$ cat src/rtl/breadboard_sweeper.sv
// Steps a 4-input breadboard through all 16 vectors, captures each
// 10-bit result, hands it downstream and folds it into a signature.
module breadboard_sweeper #(
  parameter int unsigned SETTLE = 4
) (
  input  logic       clk,
  input  logic       rst,
  input  logic       start,
  output logic       busy,
  output logic       done,
  output logic       w,
  output logic       x,
  output logic       y,
  output logic       z,
  input  logic [9:0] r,
  output logic       out_valid,
  input  logic       out_ready,
  output logic [3:0] out_idx,
  output logic [9:0] out_data,
  output logic [9:0] sig
);

  typedef enum logic [1:0] {
    S_IDLE,
    S_SETTLE,
    S_PRESENT,
    S_DONE
  } state_t;

  localparam logic [7:0] LOAD = 8'(SETTLE - 1);

  state_t     state;
  state_t     state_d;
  logic [3:0] idx;
  logic [7:0] cnt;
  logic       clr;
  logic       dec;
  logic       cap;
  logic       xfer;
  logic       adv;

  assign w = idx[3];
  assign x = idx[2];
  assign y = idx[1];
  assign z = idx[0];

  assign busy      = (state != S_IDLE);
  assign done      = (state == S_DONE);
  assign out_valid = (state == S_PRESENT);

  always_ff @(posedge clk or posedge rst) begin
    if (rst) begin
      state <= S_IDLE;
    end else begin
      state <= state_d;
    end
  end

  always_comb begin
    state_d = state;
    clr     = 1'b0;
    dec     = 1'b0;
    cap     = 1'b0;
    xfer    = 1'b0;
    adv     = 1'b0;
    unique case (state)
      S_IDLE: begin
        if (start) begin
          clr     = 1'b1;
          state_d = S_SETTLE;
        end
      end
      S_SETTLE: begin
        if (cnt != 8'd0) begin
          dec = 1'b1;
        end else begin
          cap     = 1'b1;
          state_d = S_PRESENT;
        end
      end
      S_PRESENT: begin
        if (out_ready) begin
          xfer = 1'b1;
          // last vector ends the sweep instead of wrapping idx
          if (idx == 4'hF) begin
            state_d = S_DONE;
          end else begin
            adv     = 1'b1;
            state_d = S_SETTLE;
          end
        end
      end
      S_DONE: begin
        state_d = S_IDLE;
      end
      default: begin
        state_d = S_IDLE;
      end
    endcase
  end

  always_ff @(posedge clk or posedge rst) begin
    if (rst) begin
      idx      <= 4'd0;
      cnt      <= 8'd0;
      out_idx  <= 4'd0;
      out_data <= 10'd0;
      sig      <= 10'd0;
    end else begin
      if (clr) begin
        idx <= 4'd0;
        sig <= 10'd0;
        cnt <= LOAD;
      end
      if (dec) begin
        cnt <= cnt - 8'd1;
      end
      if (cap) begin
        out_data <= r;
        out_idx  <= idx;
      end
      if (xfer) begin
        sig <= {sig[8:0], sig[9]} ^ out_data;
      end
      if (adv) begin
        idx <= idx + 4'd1;
        cnt <= LOAD;
      end
    end
  end

endmodule
$ cat config.mk
export PLATFORM = sky130hd
export DESIGN_NAME = breadboard_sweeper
export DESIGN_NICKNAME = d
export VERILOG_FILES = /design/src/rtl/breadboard_sweeper.sv
export SDC_FILE = /design/constraint.sdc
export NUM_CORES = 1
export LEC_CHECK = 0
export ABC_AREA = 1
export CORE_UTILIZATION = 30
export DETAILED_ROUTE_END_ITERATION = 7
export SYNTH_ARGS = -nofsm -noshare
export SYNTH_HDL_FRONTEND = slang
export SYNTH_SLANG_ARGS = --single-unit
export TNS_END_PERCENT = 20
$ cat constraint.sdc
create_clock -name clk -period 3.1 [get_ports clk]
set_input_delay 0.775 -clock clk [delete_from_list [all_inputs] [get_ports clk]]
set_output_delay 0.775 -clock clk [all_outputs]
set_load 0.01 [all_outputs]
==> impl_metrics.json <==
{
  "start_kind": "register",
  "die_w_um": 81.52,
  "busiest_layer": "met2",
  "cp-startpoint": "state[1]$_DFFE_PP0P_",
  "p_per_area_nw_per_um2": 352.7,
  "drv_slew": 0,
  "groute.usage.overall": 0.1351,
  "cts_sinks": 38,
  "r2r_slack_ns": 1.49,
  "clock.fmax_ghz": 0.4200,
  "vias": 1556,
  "worst-r2r-cell-count": 7,
  "ys_types": 23,
  "slew_headroom": 0.6831,
  "crit_family": "buffers and inverters",
  "syn_area_per_cell_um2": 8.506,
  "clock-root-buffer": "clkbuf_8",
  "post_dp_cell_area_um2": 2396,
  "rr_endpoint": "out_idx[0]$_DFFE_PP0P_",
  "layout_commonest_cell": "nand2_1",
  "initial_core_util": 0.3148,
  "grt_pass1_vias": 1445,
  "crit_arrival_ns": 1.61,
  "layout_common_cells": "71 x nand2_1, 44 x clkdlybuf4s50_1, 38 x dfrtp_1, 30 x nand3_1, 19 x inv_1",
  "die_area_um2": 6645,
  "path_clk_slew_ns": 0.07,
  "grt_pass1_wl_um": 6755,
  "numCtsBuffers": 5,
  "crit_fanout": 4,
  "postCtsSetupBuffers": 0,
  "ir_drop_uv": 142.3,
  "vias_per_cell": 4.510,
  "worstReg2RegStart": "cnt[0]$_DFFE_PP0P_",
  "p_leak_nw": 1.132,
  "final_nets": 286,
  "overflow": 0,
  "row_count": 28,
  "skew_ns": 0.01124,
  "route.detailed.wl_per_inst_um": 11.24,
  "ys_ff_latch": 38,
  "rsz0062_at_grt": "false",
  "h-tree-depth": 2,
  "antenna_found_initial": 0,
  "fin_crit_sh": 0.7680,
  "cp.depth": 3,
  "critical_path_class": "register to output pin",
  "crit_required_ns": 2.32,
  "grt_max_degree": 39,
  "clk_latency_ns": 0.29,
  "slowest_delay_ns": 0.58,
  "yosysSeqAreaShare": 0.5013,
  "drc": 0,
  "setup_viol": 0,
  "num_antenna_cells": 0,
  "slowest_stage": "clkdlybuf4s50_1",
  "min_period_ns": 2.381,
  "ioPinCount": 45,
  "crit_end": "out_valid",
  "design_area_um2": 2491,
  "fp.coreArea_um2": 6026,
  "cap_violations": 0,
  "dp_hpwl_um": 2829,
  "crit_chain": "inv_2, nor2_1, clkdlybuf4s50_1",
  "post_cts_resized": 0,
  "tightest_slew_ns": 0.4753,
  "hold_path_class": "register to register",
  "synth.net_count": 240,
  "gp_congestion": 0.7640,
  "synth_area_um2": 1897,
  "clockBufferDepth": 2,
  "hold_viol": 0,
  "grtUsageMet3": 0.03444,
  "use_met1": 0.1870,
  "grt.met2_usage": 0.2050,
  "firstDrtPassIters": 4,
  "synthCells": 223,
  "tns_ns": 0,
  "hold_buffers": 0,
  "drtIter0Drc": 90,
  "cp_num_buf_inv": 2,
  "cts_tree": "built",
  "endpoint_kind": "output pin",
  "routed_wl_um": 3879,
  "areaGrowthSynthToFinish_pct": 31.33,
  "final_layout_size_suffix_gt1_frac": 0.08889,
  "detail-route-antenna-nets": 0,
  "port_buffers": 44,
  "outcome": "finished clean",
  "yosysWarnings": 0,
  "die_y_um": 81.52
}
[layer usage]
layer / part of all wire / up-vias
li1: - / 799
met1: 0.49 / 714
met2: 0.46 / 39
met3: 0.043 / 4
met4: 0.0093 / 0
met5: 0 / -
[tightest hold or removal path, cell delays in order, from the launching register on]
cell and delay [ns]:
dfrtp_1 0.35, nand2_1 0.05, o21ai_0 0.06
[Yosys cell counts]
cell type / number / area, µm²
xnor2_1: 11 / 96.34
dfrtp_1: 38 / 950.9
nor2_1: 7 / 26.28
inv_2: 4 / 15.01
inv_1: 19 / 71.32
nand3_2: 1 / 10.01
buf_4: 3 / 22.52
xor2_1: 2 / 17.52
nand3_1: 30 / 150.1
o22ai_1: 1 / 6.260
buf_2: 1 / 5.000
clkbuf_1: 1 / 3.750
nor2_2: 1 / 6.260
nand3_4: 1 / 17.52
buf_6: 1 / 11.26
nand2_2: 1 / 6.260
o21ai_0: 16 / 80.08
o21ai_2: 1 / 8.760
ha_1: 3 / 37.54
nand2_1: 71 / 266.5
nor2_4: 5 / 56.30
o21ai_1: 4 / 20.02
nand2_4: 1 / 11.26
[worst min path at each step]
stage,from,to,slack (ns),depth (start not counted)
after floorplan,cnt[0]$_DFFE_PP0P_,cnt[0]$_DFFE_PP0P_,0.47,2
after global placement,out_idx[3]$_DFFE_PP0P_,out_idx[3]$_DFFE_PP0P_,0.47,2
after detailed placement,out_idx[3]$_DFFE_PP0P_,out_idx[3]$_DFFE_PP0P_,0.47,2
after CTS,out_idx[3]$_DFFE_PP0P_,out_idx[3]$_DFFE_PP0P_,0.49,2
after global routing,out_idx[2]$_DFFE_PP0P_,out_idx[2]$_DFFE_PP0P_,0.54,2
final,out_idx[2]$_DFFE_PP0P_,out_idx[2]$_DFFE_PP0P_,0.49,2
[logic make-up (layout without fill, tap and decap cells)]
group | Yosys count | after routing | share of synthesized area
simple gates | 118 | 118 | 0.2902
flops | 38 | 38 | 0.5013
buf+inv | 29 | 76 | 0.06793
compound gates | 22 | 22 | 0.06069
xor+xnor | 13 | 13 | 0.06003
fa+ha+maj | 3 | 3 | 0.01979
[state kept, by name (all words and copies together), names as in the netlist]
name and cells:
out_data 10, sig 10, cnt 8, idx 4, out_idx 4, state 2
[through the flow]
stage	utilization	total power [mW]	instances	hold WS, ns	setup WS (ns)
floorplan	-	0.5127	223	0.4652	1.464
CTS	0.4134	0.8893	345	0.4926	0.6975
finish	0.4134	0.8787	345	0.4874	0.7192
global placement	0.3976	0.5338	337	0.4679	0.9695
detailed placement	0.3976	0.5340	337	0.4727	0.9106
global route	0.4134	0.9108	345	0.5430	0.6374
[layout make-up]
type,count,area [µm²]
Clock buffer,6,82.58
Clock inverter,2,12.51
Fill cell,645,3535
Inverter,23,86.33
Multi-Input combinational cell,156,817.0
Sequential cell,38,950.9
Tap cell,75,93.84
Timing Repair Buffer,45,447.9
[report_power, final]
group	leakage [nW]	total, mW	internal [mW]	switching [mW]
sequential	0.434	0.495	0.495	0
combinational	0.651	0.0277	0.0152	0.0125
clock	0.0472	0.356	0.179	0.177
Power figures use the tool's default switching activity.
